===== src/rtl/midi_pkg.sv =====
// Shared MIDI receive types and status-byte constants for the sequencer's
// controller input path.
package midi_pkg;

    localparam logic [3:0] NOTE_OFF     = 4'h8;
    localparam logic [3:0] NOTE_ON      = 4'h9;
    localparam logic [7:0] REALTIME_MIN = 8'hF8;

    typedef enum logic [2:0] {
        U_WAIT_IDLE,
        U_IDLE,
        U_START,
        U_DATA,
        U_STOP
    } uart_state_t;

    typedef enum logic [1:0] {
        P_IDLE,
        P_EXPECT_D1,
        P_EXPECT_D2
    } parser_state_t;

    typedef struct packed {
        logic       is_on;
        logic [3:0] channel;
        logic [6:0] note;
        logic [6:0] velocity;
    } note_msg_t;

    // Status bytes that open a note message (0x80-0x9F).
    function automatic logic is_note_status(input logic [7:0] b);
        return (b[7:4] == NOTE_OFF) || (b[7:4] == NOTE_ON);
    endfunction

endpackage


===== src/rtl/midi_uart_rx.sv =====
// MIDI serial deserialiser: 2-flop synchroniser, start-bit glitch rejection,
// mid-bit sampling, and stop-bit framing check.
module midi_uart_rx
    import midi_pkg::*;
#(
    parameter int CLKS_PER_BIT = 3200
) (
    input  logic       clk,
    input  logic       rst_n,
    input  logic       midi_in,
    output logic [7:0] rx_byte,
    output logic       byte_valid,
    output logic       framing_error,
    output logic       rx_active
);

    localparam int               CNT_W     = $clog2(CLKS_PER_BIT);
    localparam logic [CNT_W-1:0] HALF_LAST = CNT_W'(CLKS_PER_BIT / 2 - 1);
    localparam logic [CNT_W-1:0] BIT_LAST  = CNT_W'(CLKS_PER_BIT - 1);
    localparam logic [CNT_W-1:0] CNT_MAX   = '1;

    logic [1:0]       sync_q;
    logic             line;
    logic             line_prev;
    uart_state_t      state;
    logic [CNT_W-1:0] cnt;
    logic [2:0]       bit_idx;
    logic [7:0]       shreg;

    assign line = sync_q[1];

    always_ff @(posedge clk) begin
        if (!rst_n) begin
            // Line idles high, so the synchroniser and edge history reset high
            // to avoid a false start edge right after reset.
            sync_q        <= 2'b11;
            line_prev     <= 1'b1;
            state         <= U_WAIT_IDLE;
            cnt           <= '0;
            bit_idx       <= '0;
            shreg         <= '0;
            rx_byte       <= '0;
            byte_valid    <= 1'b0;
            framing_error <= 1'b0;
            rx_active     <= 1'b0;
        end else begin
            sync_q     <= {sync_q[0], midi_in};
            line_prev  <= line;
            // NOTE: non-blocking defaults first; a later assignment in the case
            // below overrides them within the same clock.
            byte_valid    <= 1'b0;
            framing_error <= 1'b0;
            cnt           <= (cnt == CNT_MAX) ? cnt : cnt + 1'b1;

            case (state)
                U_WAIT_IDLE: begin
                    if (line) state <= U_IDLE;
                end
                U_IDLE: begin
                    if (line_prev && !line) begin
                        state     <= U_START;
                        cnt       <= '0;
                        rx_active <= 1'b1;
                    end
                end
                U_START: begin
                    if (cnt == HALF_LAST) begin
                        cnt <= '0;
                        if (line) begin
                            state     <= U_IDLE;
                            rx_active <= 1'b0;
                        end else begin
                            state   <= U_DATA;
                            bit_idx <= '0;
                        end
                    end
                end
                U_DATA: begin
                    if (cnt == BIT_LAST) begin
                        cnt   <= '0;
                        shreg <= {line, shreg[7:1]};
                        if (bit_idx == 3'd7) state <= U_STOP;
                        else                 bit_idx <= bit_idx + 3'd1;
                    end
                end
                U_STOP: begin
                    if (cnt == BIT_LAST) begin
                        cnt       <= '0;
                        rx_active <= 1'b0;
                        if (line) begin
                            rx_byte    <= shreg;
                            byte_valid <= 1'b1;
                            state      <= U_IDLE;
                        end else begin
                            // Low stop bit (or break): resync only once the line idles.
                            framing_error <= 1'b1;
                            state         <= U_WAIT_IDLE;
                        end
                    end
                end
                default: state <= U_WAIT_IDLE;
            endcase
        end
    end

endmodule


===== src/rtl/midi_rx.sv =====
// MIDI receiver top: UART front end plus a running-status parser that turns
// Note On / Note Off messages into registered note events.
module midi_rx
    import midi_pkg::*;
#(
    parameter int CLK_FREQ_HZ = 100_000_000,
    parameter int BAUD        = 31250
) (
    input  logic       clk,
    input  logic       rst_n,
    input  logic       midi_in,
    output logic       msg_valid,
    output logic       msg_is_on,
    output logic [3:0] msg_channel,
    output logic [6:0] msg_note,
    output logic [6:0] msg_velocity,
    output logic       framing_error,
    output logic       rx_active
);

    localparam int CLKS_PER_BIT = CLK_FREQ_HZ / BAUD;

    logic [7:0]    rx_byte;
    logic          byte_valid;
    parser_state_t p_state;
    logic [7:0]    rs_status;
    logic          rs_valid;
    logic [6:0]    d1;
    note_msg_t     msg_q;

    midi_uart_rx #(
        .CLKS_PER_BIT(CLKS_PER_BIT)
    ) u_uart (
        .clk          (clk),
        .rst_n        (rst_n),
        .midi_in      (midi_in),
        .rx_byte      (rx_byte),
        .byte_valid   (byte_valid),
        .framing_error(framing_error),
        .rx_active    (rx_active)
    );

    always_ff @(posedge clk) begin
        if (!rst_n) begin
            p_state   <= P_IDLE;
            rs_status <= '0;
            rs_valid  <= 1'b0;
            d1        <= '0;
            msg_q     <= '0;
            msg_valid <= 1'b0;
        end else begin
            msg_valid <= 1'b0;
            if (framing_error) begin
                rs_valid <= 1'b0;
                p_state  <= P_IDLE;
            end else if (byte_valid && (rx_byte < REALTIME_MIN)) begin
                // Real-time bytes fall through untouched so they can sit mid-message.
                if (is_note_status(rx_byte)) begin
                    rs_status <= rx_byte;
                    rs_valid  <= 1'b1;
                    p_state   <= P_EXPECT_D1;
                end else if (rx_byte[7]) begin
                    rs_valid <= 1'b0;
                    p_state  <= P_IDLE;
                end else begin
                    case (p_state)
                        P_IDLE: begin
                            if (rs_valid) begin
                                d1      <= rx_byte[6:0];
                                p_state <= P_EXPECT_D2;
                            end
                        end
                        P_EXPECT_D1: begin
                            d1      <= rx_byte[6:0];
                            p_state <= P_EXPECT_D2;
                        end
                        P_EXPECT_D2: begin
                            msg_q.is_on    <= (rs_status[7:4] == NOTE_ON) && (rx_byte[6:0] != 7'd0);
                            msg_q.channel  <= rs_status[3:0];
                            msg_q.note     <= d1;
                            msg_q.velocity <= rx_byte[6:0];
                            msg_valid      <= 1'b1;
                            p_state        <= P_EXPECT_D1;
                        end
                        default: p_state <= P_IDLE;
                    endcase
                end
            end
        end
    end

    assign msg_is_on    = msg_q.is_on;
    assign msg_channel  = msg_q.channel;
    assign msg_note     = msg_q.note;
    assign msg_velocity = msg_q.velocity;

endmodule


===== config.mk =====
export PLATFORM = sky130hd
export DESIGN_NAME = midi_rx
export DESIGN_NICKNAME = d
export VERILOG_FILES = /design/src/rtl/midi_pkg.sv /design/src/rtl/midi_uart_rx.sv /design/src/rtl/midi_rx.sv
export SDC_FILE = /design/constraint.sdc
export NUM_CORES = 1
export LEC_CHECK = 0
export ABC_AREA = 1
export CAP_MARGIN = 20
export CORE_ASPECT_RATIO = 1.75
export CORE_UTILIZATION = 62
export DETAILED_ROUTE_END_ITERATION = 8
export GPL_TIMING_DRIVEN = 0
export PLACE_DENSITY = 0.91
export SYNTH_ARGS = -nofsm -noshare
export SYNTH_HDL_FRONTEND = slang
export SYNTH_HIERARCHICAL = 1
export SYNTH_SLANG_ARGS = --single-unit
export TNS_END_PERCENT = 5

===== constraint.sdc =====
create_clock -name clk -period 2.7 [get_ports clk]
set_clock_uncertainty 0.2 [all_clocks]
set_input_delay 0.675 -clock clk [delete_from_list [all_inputs] [get_ports clk]]
set_output_delay 0.675 -clock clk [all_outputs]
set_load 0.02 [all_outputs]

==> results of run 1 <==
-- cell type report --
class	count	area, um^2
buffer	14	90.09
multi-input combinational	322	1531
clock inverter	7	105.1
fill	393	1320
clock buffer	9	123.9
timing repair buffer	24	240.2
tap	55	68.82
sequential	78	1562
inverter	57	214.0
-- cells by family (layout without fill, tap and decap cells) --
logic type	after synthesis	after routing	synth area share (%)
simple gates	245	245	30.79
mux	1	1	0.2947
xor+xnor	7	7	1.805
buf+inv	71	111	8.950
flops	78	78	45.97
fa+ha+maj	3	3	1.105
compound gates	66	66	11.09
-- metal layers --
| layer | GRT usage (%) | wire length, um |
|---|---|---|
| met1 | 25.62 | 2520 |
| met2 | 55.88 | 4362 |
| met3 | 7.345 | 304 |
| met4 | 19.41 | 418 |
| met5 | 0 | 0 |
-- worst paths after layout --
kind,from,end,slack [ps],depth (start not counted)
worst min register to register,u_uart/sync_q[0],u_uart/sync_q[1],230,1
worst max register to register,u_uart/cnt[0],u_uart/cnt[3],620,9
worst max-delay path,u_uart/framing_error,framing_error,390,1
worst min-delay path,u_uart/sync_q[0],u_uart/sync_q[1],230,1
-- cells in the mapped netlist, drive strengths merged --
master and instances:
inv 57, nor3 6, buf 9, or2 2, nand2 94, nand4 8, mux2i 1, clkbuf 5
o41ai 1, nor3b 1, nand3 22, xnor2 3, dfxtp 78, nor2 112, ha 3, a31o 1
a211oi 7, xor2 4, a21oi 41, o21ai 16
-- cells in the final DEF (no fill, tap or decap), drive strengths merged --
| master | n |
|---|---|
| xnor2 | 3 |
| nand3 | 22 |
| a21oi | 41 |
| a31o | 1 |
| clkbuf | 14 |
| ha | 3 |
| nor3 | 6 |
| bufinv | 2 |
| nor2 | 112 |
| buf | 9 |
| o41ai | 1 |
| nand4 | 8 |
| xor2 | 4 |
| clkinv | 1 |
| nor3b | 1 |
| nand2 | 94 |
| o21ai | 16 |
| clkdlybuf4s50 | 24 |
| clkinvlp | 1 |
| dfxtp | 78 |
| mux2i | 1 |
| inv | 60 |
| or2 | 2 |
| a211oi | 7 |
-- registers in the layout, indices dropped and copies added, names as in the netlist --
signal	cells
u_uart/shreg	8
msg_note	7
u_uart/state	3
u_uart/bit_idx	3
u_uart/sync_q	2
rs_status	8
u_uart/cnt	12
msg_valid	1
u_uart/framing_error	1
u_uart/rx_active	1
msg_velocity	7
msg_is_on	1
msg_channel	4
u_uart/line_prev	1
d1	7
p_state	2
u_uart/rx_byte	8
u_uart/byte_valid	1
rs_valid	1
-- per-stage QoR --
stage | util (%) | total power (uW) | setup WS [ps]
6_report | 74.88 | 2705 | 393.7
3_5_place_dp | 70.52 | 1719 | 164.5
2_1_floorplan | - | 1609 | 916.5
5_1_grt | 74.88 | 2818 | 335.1
3_3_place_gp | 70.52 | 1701 | 205.0
4_1_cts | 74.88 | 2709 | 387.9
-- power groups by stage --
stage | Sequential, uW | Combinational (uW) | Clock, uW
after floorplan | 1270 | 338 | 0
after global placement | 1270 | 431 | 0
after detailed placement | 1270 | 447 | 0
after CTS | 1250 | 450 | 1010
after global routing | 1260 | 503 | 1060
final | 1250 | 454 | 1010
==> flow_metrics.py, run 1 <==
metrics = {
    "logic_synthesis": {
        "synth_area_leader_cell": "dfxtp_1",
        "synth_top_area_share_pct": 45.97,
        "synth_area_leaders": "dfxtp_1 46%, nor2_1 12%, nand2_1 10%",
        "synth_seq_cells": 78,
        "synth-warning-count": 6,
        "synth_cell_types": 32,
        "synth_area_um2": 3397,
        "synth_nets": 477,
        "syn_area_per_cell_um2": 7.212,
        "ys_seq_area_share_pct": 45.97,
        "synth_cells": 471,
    },
    "grt": {
        "grt_start_max_net_pins": 16,
        "grt_pass1_vias": 3137,
        "grt_overflow": 0,
        "grt_pass1_wl_um": 13060,
        "grt_use_total_pct": 29.32,
        "antenna_found_initial": 0,
    },
    "power": {
        "p_int_uw": 1889,
        "share_comb_of_total_power_pct": 16.8,
        "switchingPower_uw": 816.6,
        "vdd_drop_max_uv": 539.8,
        "power.leakage_uw": 0.001707,
        "power.density_nw_per_um2": 687.5,
        "p_sw_share_pct": 30.18,
        "clkPwrFrac_pct": 37.2,
        "p_seq_share_pct": 46.1,
    },
    "run_status": {
        "status": "finished, violations left",
        "violations": "design-rule violations",
    },
    "setup_path": {
        "worstPathCellList": "clkdlybuf4s50_1",
        "criticalPathCategory": "reg2out",
        "arrival_ps": 1430,
        "crit_fanout": 4,
        "critPathTopFamily": "buffers and inverters",
        "cp-start-kind": "flop",
        "critPathBufInv": 1,
        "cpMaxStageDelayCell": "clkdlybuf4s50_1",
        "cp-end-kind": "primary output",
        "crit_path_max_incr_delay_ps": 640,
        "cp.required_ps": 1820,
    },
    "timing": {
        "setup-violations-final": 0,
        "slew_headroom_pct": 60.84,
        "rsz0062_at_grt": "no",
        "hold_viol_final": 0,
        "hold-worst-slack_ps": 231.0,
        "fmax_ghz": 0.4336,
        "drv_slew": 0,
        "worst_pin_slew_ps": 585.3,
        "setup_tns_ps": 0,
        "period_needed_ps": 2306,
        "fin_crit_sh_pct": 85.42,
    },
    "worst_hold_path": {
        "hp-class": "reg2reg",
    },
    "floorplan": {
        "die_x_um": 57.96,
        "die_area_um2": 5791,
        "die_y_um": 99.92,
        "row_count": 35,
        "start_util_pct": 64.64,
        "io_pins": 25,
        "coreArea_um2": 5255,
    },
    "clock_tree": {
        "clk_pin_slew_ps": 90,
        "clock_sinks": 78,
        "clock_latency_ps": 360,
        "cts_hold_buf": 0,
        "ctsResizeCount": 0,
        "cts_made_buffers": 9,
        "clockRootBuffer": "clkbuf_8",
        "cts_tree": "yes",
        "cts_max_path_buffers": 2,
        "h-tree-depth": 3,
        "post_cts_buffers": 0,
    },
    "routing": {
        "vias_per_cell": 5.488,
        "drt-pass1-iter-count": 7,
        "vias": 3106,
        "drt_iter0_drc": 141,
        "routed_wl_um": 7606,
        "wl_per_cell_um": 13.44,
        "drt.antenna.violating_nets": 0,
        "route.detailed.drc": 3,
    },
    "final_layout": {
        "n_antenna_cell": 0,
        "area_delta_synth_final_pct": 15.84,
        "drive_above_1_share_pct": 8.806,
        "finalNonFillerCells": 566,
        "layout.nets": 512,
        "stdcell_area_um2": 3935,
    },
    "placement": {
        "place_hpwl_um": 5621,
        "postPlaceCellArea_um2": 3706,
        "place.gp.congestion": 0.9094,
        "dp_cells": 550,
        "io_buffers": 24,
    },
    "flow_run": {
        "cap_violations": 0,
    },
}
Note: power is estimated with default switching activity, not from simulation.
==> inputs of run 2 (changes only) <==
--- a/config.mk
+++ b/config.mk
@@ -8,10 +8,10 @@
 export ABC_AREA = 1
 export CAP_MARGIN = 20
 export CORE_ASPECT_RATIO = 1.75
-export CORE_UTILIZATION = 62
+export CORE_UTILIZATION = 58
 export DETAILED_ROUTE_END_ITERATION = 8
 export GPL_TIMING_DRIVEN = 0
-export PLACE_DENSITY = 0.91
+export PLACE_DENSITY = 0.86
 export SYNTH_ARGS = -nofsm -noshare
 export SYNTH_HDL_FRONTEND = slang
 export SYNTH_HIERARCHICAL = 1
==> constraint.sdc (replaced) <==
create_clock -name clk -period 2.4 [get_ports clk]
set_clock_uncertainty 0.2 [all_clocks]
set_input_delay 0.6 -clock clk [delete_from_list [all_inputs] [get_ports clk]]
set_output_delay 0.6 -clock clk [all_outputs]
set_load 0.02 [all_outputs]
==> run 2 against run 1 <==
Net effect:
- the flow now finishes without violations
- final area decreased by 0.16%
- highest routed layer unchanged
- combinational power increased by 13%
- sequential power increased by 12%
- total power increased by 7.5%
- register-to-register slack got worse by 300 ps
- wire length increased by 4.7%
- final cell count increased by 3.5%
- flip-flop and latch count unchanged
- global-route usage decreased by 0.82 points
- non-clock buffer count unchanged
- core utilization decreased by 4.5 points
==> flow_metrics.py, run 2 (synthesis results as in run 1) <==
metrics = {
    "grt": {
        "grt_pass1_vias": 3170,
        "met2_usage_pct": 55.73,
        "antenna_found_initial": 0,
        "grt_start_max_net_pins": 14,
        "grt_pass1_wl_um": 13130,
        "grtUsageMet3_pct": 6.343,
        "grtUsageMet1_pct": 23.13,
        "grt_use_total_pct": 28.50,
        "grt_overflow": 0,
        "top_usage_layer": "met2",
    },
    "timing": {
        "fin_crit_sh_pct": 94.74,
        "fmax_ghz": 0.4398,
        "hold_viol_final": 0,
        "setup_tns_ps": 0,
        "worst_pin_slew_ps": 541.1,
        "period_needed_ps": 2274,
        "rsz0062_at_grt": "no",
        "slew_headroom_pct": 63.46,
        "drv_slew": 0,
        "setup-violations-final": 0,
    },
    "placement": {
        "io_buffers": 24,
        "place.gp.congestion": 0.9203,
        "place_hpwl_um": 5855,
        "dp_cells": 571,
    },
    "floorplan": {
        "io_pins": 25,
        "die_y_um": 103.2,
        "row_count": 36,
        "start_util_pct": 60.82,
        "die_x_um": 59.85,
        "coreArea_um2": 5585,
        "die_area_um2": 6179,
    },
    "worst_hold_path": {
        "min_from": "u_uart/sync_q[0]",
        "hp-class": "reg2reg",
        "whs_path_depth": 1,
        "hold_path_end": "u_uart/sync_q[1]",
    },
    "setup_path": {
        "cp-start-kind": "flop",
        "r2r_start": "u_uart/cnt[0]",
        "r2r_slack_ps": 320,
        "critPathBufInv": 1,
        "cp-end-kind": "primary output",
        "crit_path_max_incr_delay_ps": 650,
        "critPathTopFamily": "buffers and inverters",
        "worstReg2RegEnd": "u_uart/cnt[3]",
        "cp.required_ps": 1600,
        "crit_fanout": 4,
        "r2r_cells": 9,
        "criticalPathCategory": "reg2out",
        "arrival_ps": 1470,
        "worstPathCellList": "clkdlybuf4s50_1",
        "cpMaxStageDelayCell": "clkdlybuf4s50_1",
    },
    "final_layout": {
        "n_antenna_cell": 0,
        "final_cell_mix": "106 x nor2_1, 93 x nand2_1, 78 x dfxtp_1",
        "finalNonFillerCells": 586,
        "fillers": 475,
        "regMostFlops": "u_uart/cnt",
        "largest_reg_flops": 12,
        "utilization_pct": 70.34,
        "area_delta_synth_final_pct": 15.65,
        "layout.nets": 512,
        "drive_above_1_share_pct": 8.627,
        "final_common_cell": "nor2_1",
    },
    "clock_tree": {
        "cts_hold_buf": 0,
        "ctsResizeCount": 0,
        "cts_max_path_buffers": 2,
        "clock_latency_ps": 350,
        "cts_tree": "yes",
        "clock_sinks": 78,
        "clockRootBuffer": "clkbuf_8",
        "cts_made_buffers": 9,
        "h-tree-depth": 3,
        "clk_pin_slew_ps": 80,
        "post_cts_buffers": 0,
    },
    "routing": {
        "vias_per_cell": 5.396,
        "wl_per_cell_um": 13.59,
        "route.detailed.drc": 0,
        "drt_iter0_drc": 158,
        "drt.antenna.violating_nets": 0,
        "routed_wl_um": 7964,
        "vias": 3162,
        "drt-pass1-iter-count": 5,
    },
    "flow_run": {
        "cap_violations": 0,
    },
    "power": {
        "p_sw_share_pct": 30.26,
        "p_int_uw": 2028,
        "power.density_nw_per_um2": 740.2,
        "share_comb_of_total_power_pct": 17.6,
        "switchingPower_uw": 880.1,
        "clkPwrFrac_pct": 34.1,
        "power.leakage_uw": 0.001689,
        "power_uw": 2908,
        "p_seq_share_pct": 48.3,
        "vdd_drop_max_uv": 579.6,
    },
    "run_status": {
        "status": "complete, no violations",
    },
}
==> run 2: power groups by stage <==
stage | clock (uW) | combinational (uW) | sequential [uW]
2_1_floorplan | 0 | 381 | 1430
3_3_place_gp | 0 | 483 | 1430
3_5_place_dp | 0 | 497 | 1430
4_1_cts | 1000 | 503 | 1400
5_1_grt | 1050 | 579 | 1410
6_report | 991 | 512 | 1400
==> run 2: layout make-up <==
cell class	instances	area, um^2	area share, %
flip-flops and latches	78	1562	39.75
multi-input cells	322	1531	38.98
repair buffers	24	240.2	6.115
inverters	57	214.0	5.446
clock buffers	10	137.6	3.503
well taps	76	95.09	2.420
plain buffers	14	90.09	2.293
clock inverters	5	58.81	1.497
==> run 2: metal layers <==
layer | share of wire [%] | up-vias
met5 | 0 | -
met1 | 33 | 1461
met3 | 3.8 | 46
met4 | 6.2 | 0
li1 | - | 1550
met2 | 57 | 105
==> run 2: through the flow <==
step	area, um^2	setup slack, ps	hold WS (ps)
global route	3929	101.4	236.4
detailed placement	3732	-92.42	206.9
finish	3929	126.3	221.8
floorplan	3397	616.5	192.5
global placement	3732	-32.94	207.2
CTS	3929	122.2	228.8
==> run 2: worst max path at each step <==
stage / cells after the start / end / slack [ps] / from
after detailed placement: 5 / msg_velocity[1] / -90 / rst_n
after CTS: 1 / framing_error / 120 / u_uart/framing_error
after global placement: 5 / msg_velocity[3] / -30 / rst_n
final: 1 / framing_error / 130 / u_uart/framing_error
after global routing: 1 / framing_error / 100 / u_uart/framing_error
after floorplan: 9 / u_uart/cnt[2] / 620 / u_uart/cnt[0]
==> run 2: worst reg2reg max path: stages, from the launching register on <==
cell     delay [ps]
dfxtp_1         420
ha_1            220
nand2_1         100
nor2_2          210
nand3_4         160
o21ai_2         120
nand2_1          90
o21ai_2         170
buf_4           200
a21oi_1          70
